## config.mk

```make
export PLATFORM = sky130hd
export DESIGN_NAME = memory_island_bank_arbiter
export DESIGN_NICKNAME = d
export VERILOG_FILES = /design/src/rtl/memory_island_pkg.sv /design/src/rtl/memory_island_rsp_tracker.sv /design/src/rtl/memory_island_bank_arbiter.sv
export SDC_FILE = /design/constraint.sdc
export NUM_CORES = 1
export LEC_CHECK = 0
export ABC_CLOCK_PERIOD_IN_PS = 5600
export BUFFER_PORTS_ARGS = -buffer_cell sky130_fd_sc_hd__buf_4
export CORE_AREA = 2 2 152 154
export DETAILED_ROUTE_END_ITERATION = 12
export DIE_AREA = 0 0 154 156
export HOLD_SLACK_MARGIN = 0.12
export PLACE_DENSITY = 0.49
export SLEW_MARGIN = 5
export SYNTH_ARGS = -nofsm -noshare
export SYNTH_HDL_FRONTEND = slang
export SYNTH_SLANG_ARGS = --single-unit
```

## constraint.sdc

```tcl
create_clock -name clk_i -period 5.6 [get_ports clk_i]
set_input_delay 0.28 -clock clk_i [delete_from_list [all_inputs] [get_ports clk_i]]
set_output_delay 0.28 -clock clk_i [all_outputs]
set_load 0.02 [all_outputs]
```

## src/rtl/memory_island_pkg.sv

```systemverilog
`default_nettype none
// ============================================================================
// memory_island_pkg : shared response-tag type and index-width helper
// Rev 1.0
// ============================================================================
package memory_island_pkg;

    // Tag idx field is sized for the largest supported requester count.
    localparam int unsigned MaxIdxWidth = 8;

    function automatic int unsigned calc_idx_width(input int unsigned n);
        return (n <= 1) ? 1 : $clog2(n);
    endfunction

    typedef struct packed {
        logic                   valid;
        logic                   is_wide;
        logic [MaxIdxWidth-1:0] idx;
    } rsp_tag_t;

endpackage
`default_nettype wire

```

## src/rtl/memory_island_rsp_tracker.sv

```systemverilog
`default_nettype none
// ============================================================================
// memory_island_rsp_tracker : fixed-depth delay line for bank response tags
// Rev 1.0
// ============================================================================
module memory_island_rsp_tracker
    import memory_island_pkg::*;
#(
    parameter int unsigned Depth = 1
) (
    input  logic     clk_i,
    input  logic     rst_ni,
    input  rsp_tag_t tag_i,
    output rsp_tag_t tag_o
);

    rsp_tag_t [Depth-1:0] stage_q;

    always_ff @(posedge clk_i or negedge rst_ni) begin
        if (!rst_ni) begin
            stage_q <= '0;
        end else begin
            stage_q[0] <= tag_i;
            for (int unsigned i = 1; i < Depth; i++) begin
                stage_q[i] <= stage_q[i-1];
            end
        end
    end

    assign tag_o = stage_q[Depth-1];

endmodule
`default_nettype wire

```

## src/rtl/memory_island_bank_arbiter.sv

```systemverilog
`default_nettype none
// ============================================================================
// memory_island_bank_arbiter : shares one SRAM bank between round-robin narrow
// ports and a wide slice with starvation-based priority. Rev 1.0
// ============================================================================
module memory_island_bank_arbiter
    import memory_island_pkg::*;
#(
    parameter  int unsigned NumNarrowReq     = 4,
    parameter  int unsigned DataWidth        = 32,
    parameter  int unsigned BankAddrWidth    = 10,
    parameter  int unsigned BankLatency      = 1,
    parameter  int unsigned WidePriorityWait = 1,
    localparam int unsigned StrbWidth        = DataWidth / 8,
    localparam int unsigned IdxWidth         = calc_idx_width(NumNarrowReq)
) (
    input  logic                                        clk_i,
    input  logic                                        rst_ni,
    input  logic [NumNarrowReq-1:0]                     narrow_req_i,
    output logic [NumNarrowReq-1:0]                     narrow_gnt_o,
    input  logic [NumNarrowReq-1:0][BankAddrWidth-1:0]  narrow_addr_i,
    input  logic [NumNarrowReq-1:0]                     narrow_we_i,
    input  logic [NumNarrowReq-1:0][DataWidth-1:0]      narrow_wdata_i,
    input  logic [NumNarrowReq-1:0][StrbWidth-1:0]      narrow_strb_i,
    output logic [NumNarrowReq-1:0]                     narrow_rvalid_o,
    output logic [DataWidth-1:0]                        narrow_rdata_o,
    input  logic                                        wide_req_i,
    output logic                                        wide_gnt_o,
    input  logic [BankAddrWidth-1:0]                    wide_addr_i,
    input  logic                                        wide_we_i,
    input  logic [DataWidth-1:0]                        wide_wdata_i,
    input  logic [StrbWidth-1:0]                        wide_strb_i,
    output logic                                        wide_rvalid_o,
    output logic [DataWidth-1:0]                        wide_rdata_o,
    output logic                                        bank_req_o,
    output logic                                        bank_we_o,
    output logic [BankAddrWidth-1:0]                    bank_addr_o,
    output logic [DataWidth-1:0]                        bank_wdata_o,
    output logic [StrbWidth-1:0]                        bank_strb_o,
    input  logic [DataWidth-1:0]                        bank_rdata_i
);

    localparam int unsigned CntWidth =
        (WidePriorityWait <= 1) ? 1 : $clog2(WidePriorityWait + 1);
    localparam logic [CntWidth-1:0] CntMax = CntWidth'(WidePriorityWait);

    logic [IdxWidth-1:0] rr_q, rr_d;
    logic [CntWidth-1:0] wait_q, wait_d;

    logic                narrow_any;
    logic                narrow_found;
    logic [IdxWidth-1:0] sel_idx;
    logic [IdxWidth-1:0] rr_next;
    int unsigned         cand;
    logic                wide_prio;
    logic                wide_gnt;
    logic                narrow_win;
    rsp_tag_t            tag_in, tag_out;

    // First requester at or above rr_q, wrapping past the top index.
    always_comb begin
        narrow_any   = |narrow_req_i;
        narrow_found = 1'b0;
        sel_idx      = '0;
        cand         = 0;
        for (int unsigned i = 0; i < NumNarrowReq; i++) begin
            cand = (32'(rr_q) + i) % NumNarrowReq;
            if (!narrow_found && narrow_req_i[cand[IdxWidth-1:0]]) begin
                narrow_found = 1'b1;
                sel_idx      = cand[IdxWidth-1:0];
            end
        end
    end

    assign rr_next    = (32'(sel_idx) == NumNarrowReq - 1) ? '0 : sel_idx + IdxWidth'(1);
    assign wide_prio  = wide_req_i && (WidePriorityWait != 0) && (wait_q == CntMax);
    assign wide_gnt   = wide_req_i && (wide_prio || !narrow_any);
    assign narrow_win = narrow_any && !wide_gnt;

    assign wide_gnt_o   = wide_gnt;
    assign narrow_gnt_o = narrow_win ? (NumNarrowReq'(1) << sel_idx) : '0;
    assign bank_req_o   = wide_gnt || narrow_win;

    always_comb begin
        bank_we_o    = 1'b0;
        bank_addr_o  = '0;
        bank_wdata_o = '0;
        bank_strb_o  = '0;
        if (wide_gnt) begin
            bank_we_o    = wide_we_i;
            bank_addr_o  = wide_addr_i;
            bank_wdata_o = wide_wdata_i;
            bank_strb_o  = wide_strb_i;
        end else if (narrow_win) begin
            bank_we_o    = narrow_we_i[sel_idx];
            bank_addr_o  = narrow_addr_i[sel_idx];
            bank_wdata_o = narrow_wdata_i[sel_idx];
            bank_strb_o  = narrow_strb_i[sel_idx];
        end
    end

    always_comb begin
        rr_d   = narrow_win ? rr_next : rr_q;
        wait_d = wait_q;
        if ((WidePriorityWait == 0) || !wide_req_i || wide_gnt) begin
            wait_d = '0;
        end else if (wait_q != CntMax) begin
            wait_d = wait_q + CntWidth'(1);
        end
    end

    always_ff @(posedge clk_i or negedge rst_ni) begin
        if (!rst_ni) begin
            rr_q   <= '0;
            wait_q <= '0;
        end else begin
            rr_q   <= rr_d;
            wait_q <= wait_d;
        end
    end

    always_comb begin
        tag_in         = '0;
        tag_in.valid   = bank_req_o;
        tag_in.is_wide = wide_gnt;
        tag_in.idx     = MaxIdxWidth'(sel_idx);
    end

    memory_island_rsp_tracker #(
        .Depth (BankLatency)
    ) u_rsp_tracker (
        .clk_i  (clk_i),
        .rst_ni (rst_ni),
        .tag_i  (tag_in),
        .tag_o  (tag_out)
    );

    assign wide_rvalid_o   = tag_out.valid && tag_out.is_wide;
    assign narrow_rvalid_o = (tag_out.valid && !tag_out.is_wide) ?
                             (NumNarrowReq'(1) << tag_out.idx) : '0;

    // Bank read data is fanned out unregistered; rvalid tells who owns it.
    assign narrow_rdata_o = bank_rdata_i;
    assign wide_rdata_o   = bank_rdata_i;

endmodule
`default_nettype wire

```

==> results.md <==
- Outcome: finished clean
- Slowest-stage cell, CP: buf_4
- Antenna diodes: 0
- Antenna violations before repair: 0
- CP Max Fanout: 52
- Post-CTS Setup Repair Bufs: 0
- Syn nets: 600
- Leak: 2.40 nW
- Most used flip-flop cell after synthesis: dfrtp_1
- Vias in the first global route: 3404
- Maxcap violations: 0
- HP Class: primary input to register
- Buffer and inverter count on the worst path: 2
- Clock Latency Late Sink: 230 ps
- Number of cell rows: 55
- Comb power frac: 0.849
- Clk buf depth: 2
- EDFF count, synth: 0
- Residual DRC: 0
- Clock transition at path regs: 40 ps
- Crit path depth: 7
- Final setup viols: 0
- Register area: 175 sq um
- Synth cell types: 28
- Mean post-synth cell area: 8.30 sq um
- Area growth syn-to-layout: 77.3%
- Crit path required time: 5320 ps
- Kind of critical path: register to primary output
- RSZ-0062 raised after global routing: false
- Clock Skew: 2.21 ps
- WL final: 13600 microns
- Share of layout cells above drive strength 1: 0.590
- Relative slew slack: 0.391
- Largest net degree at the start of global routing: 53
- Worst path cell trace: mux2i_1 > nor2_1 > nor3_4 > buf_4 > mux2i_1 > o221ai_1 > buf_4
- Post-synthesis sequential area ratio: 0.0655
- Cts hold-fix bufs: 1
- Hold_ws: 289 ps
- Gr usage total: 0.102
- Crit start category: register
- Placed instance area: 4650 sq um
- FILL cells: 2512
- Peak supply drop: 0.000195 V
- Max Slew Vio Count: 0
- Drt wl/cell: 16.5 microns
- TritonCTS buffer count: 3
- Die Span Y: 156 microns
- Yosys reg bits: 7
- Slew at the pin with the worst max-slew slack: 914 ps
- Final worst-path cycle share: 0.512
- Clock sink count: 7
- Fin area: 4740 sq um
- Global-route wire length before repair: 19100 microns
- Gate Count Post-Synth: 322
- Share of flip-flops with an asynchronous set or reset: 1.00
- Post-route ant nets: 0
- CORE AREA: 22400 sq um
- GPL Wtd Cong: 0.680
- TritonCTS clock tree: built
- Resize count post-CTS: 0
- Die X: 154 microns
- Placed cell count: 821
- R2R Setup Slk: 3380 ps
- RR Startpoint: rr_q[1]
- Switching Share: 0.482
- Multi-input gate area: 1820 sq um
- Data arrival time of the critical path: 2590 ps
- Pre-antenna DRT Iters: 4
- Util after Layout: 0.212
- Starting Density: 0.119
- Clk network pwr share: 0.094
- R2R cell count: 6
- IO Count: 396
- TNS Setup: 0 ps
- Reg-to-Reg End: rr_q[1]
- Vias per cell: 3.98
- Non-filler cells in the finished layout: 826
- Final Hold Fails: 0
- Critical path startpoint: rr_q[1]
- Dpl hpwl: 11300 microns
- Max incr delay on CP: 670 ps
- Port Buffer Count: 299
- Die area: 24000 sq um
- Pwr/cell area: 280 nW/um^2
- Cell family with most CP delay: buffers and inverters
- DRC marker count from the first detailed-route iteration: 147
- CP endpoint: bank_wdata_o[6]
- Grt ovf: 0
- Total internal power: 0.687 mW
- Synth Warn #: 0
- Vias after detailed routing: 3289
- Final nets: 820
- Fin crit period: 2870 ps
- Reg power frac: 0.058
- Net Switching: 0.640 mW
- H-tree levels: 1
- CP Capture Type: primary output
- Max Fclk: 349 MHz
- Root buffer selected by CTS: clkbuf_16
- Cell Area, Synth: 2670 sq um
==> stage by stage <==
step                power (mW)  setup WS, ps
detailed placement        1.22          2940
global route              1.42          2520
finish                    1.33          2730
global placement          1.22          2910
CTS                       1.35          2660
floorplan                0.859          3610
==> cell usage after synthesis, types with 2 or more instances <==
master | count | share of area
a21oi_1 | 4 | 0.0075
and2_1 | 6 | 0.014
buf_2 | 9 | 0.017
buf_4 | 70 | 0.20
buf_6 | 2 | 0.0084
buf_8 | 3 | 0.017
clkbuf_1 | 3 | 0.0042
clkbuf_4 | 3 | 0.0084
dfrtp_1 | 7 | 0.066
ha_1 | 4 | 0.019
inv_1 | 2 | 0.0028
mux2i_1 | 95 | 0.36
nand2_1 | 49 | 0.069
nand2b_1 | 2 | 0.0047
nor2_1 | 3 | 0.0042
nor4bb_1 | 2 | 0.0075
o21a_1 | 2 | 0.0056
o221ai_1 | 43 | 0.14
o221ai_2 | 4 | 0.022
==> placed cells by master, fill, tap and decap left out <==
cell,instances
a21oi_1,4
a21oi_2,1
and2_1,6
and4b_1,1
buf_4,304
clkbuf_1,1
clkbuf_16,3
dfrtp_1,7
dlygate4sd3_1,1
ha_1,4
inv_1,2
inv_2,1
mux2_2,1
mux2i_1,95
nand2_1,48
nand2_2,2
nand2b_1,2
nor2_1,3
nor3_4,1
nor4_2,1
nor4b_1,1
nor4bb_1,2
o21a_1,1
o21a_2,1
o221ai_1,43
o221ai_2,4
o22a_1,1
==> final cells by class <==
| type | instances | area share |
|---|---|---|
| timing repair buffer | 305 | 0.484 |
| sequential | 7 | 0.0370 |
| clock buffer | 4 | 0.0166 |
| inverter | 3 | 0.00238 |
| tap | 285 | 0.0753 |
| multi-input combinational | 222 | 0.385 |
==> routing by layer <==
layer	GRT usage	routed length [microns]
met1	0.107	4920
met2	0.198	7010
met3	0.0283	1380
met4	0.0258	313
met5	0	0
==> registers in the layout, indices dropped and copies added, names as in the netlist <==
| name | count |
|---|---|
| rr_q | 2 |
| wait_q | 1 |
| u_rsp_tracker.tag_o | 4 |
==> cell families (layout without fill, tap and decap cells) <==
logic type               after synthesis  in the layout  share of synthesized area
AND/OR/NAND/NOR                       67             67                      0.117
adder cells (fa/ha/maj)                4              4                     0.0187
multiplexers                          96             96                      0.360
buffers and inverters                 93            312                      0.256
AO/OA/AOI/OAI                         55             55                      0.183
flip-flops                             7              7                     0.0655
==> power groups by stage <==
stage                     registers, mW  logic, mW  clock network (mW)
final                            0.0765       1.13               0.124
after global routing             0.0798       1.21               0.129
after CTS                        0.0765       1.15               0.128
after detailed placement         0.0773       1.14                   0
after global placement           0.0766       1.15                   0
after floorplan                  0.0737      0.785                   0
==> worst min path at each step <==
stage,from,endpoint,slack [ps],depth (start not counted)
3_3_place_gp,rst_ni,rr_q[1],100,1
4_1_cts,wide_req_i,wait_q,290,2
3_5_place_dp,rst_ni,rr_q[1],100,1
2_1_floorplan,rst_ni,rr_q[0],-20,0
6_report,wide_req_i,wait_q,290,2
5_1_grt,wide_req_i,wait_q,290,2
Power figures use the tool's default switching activity.
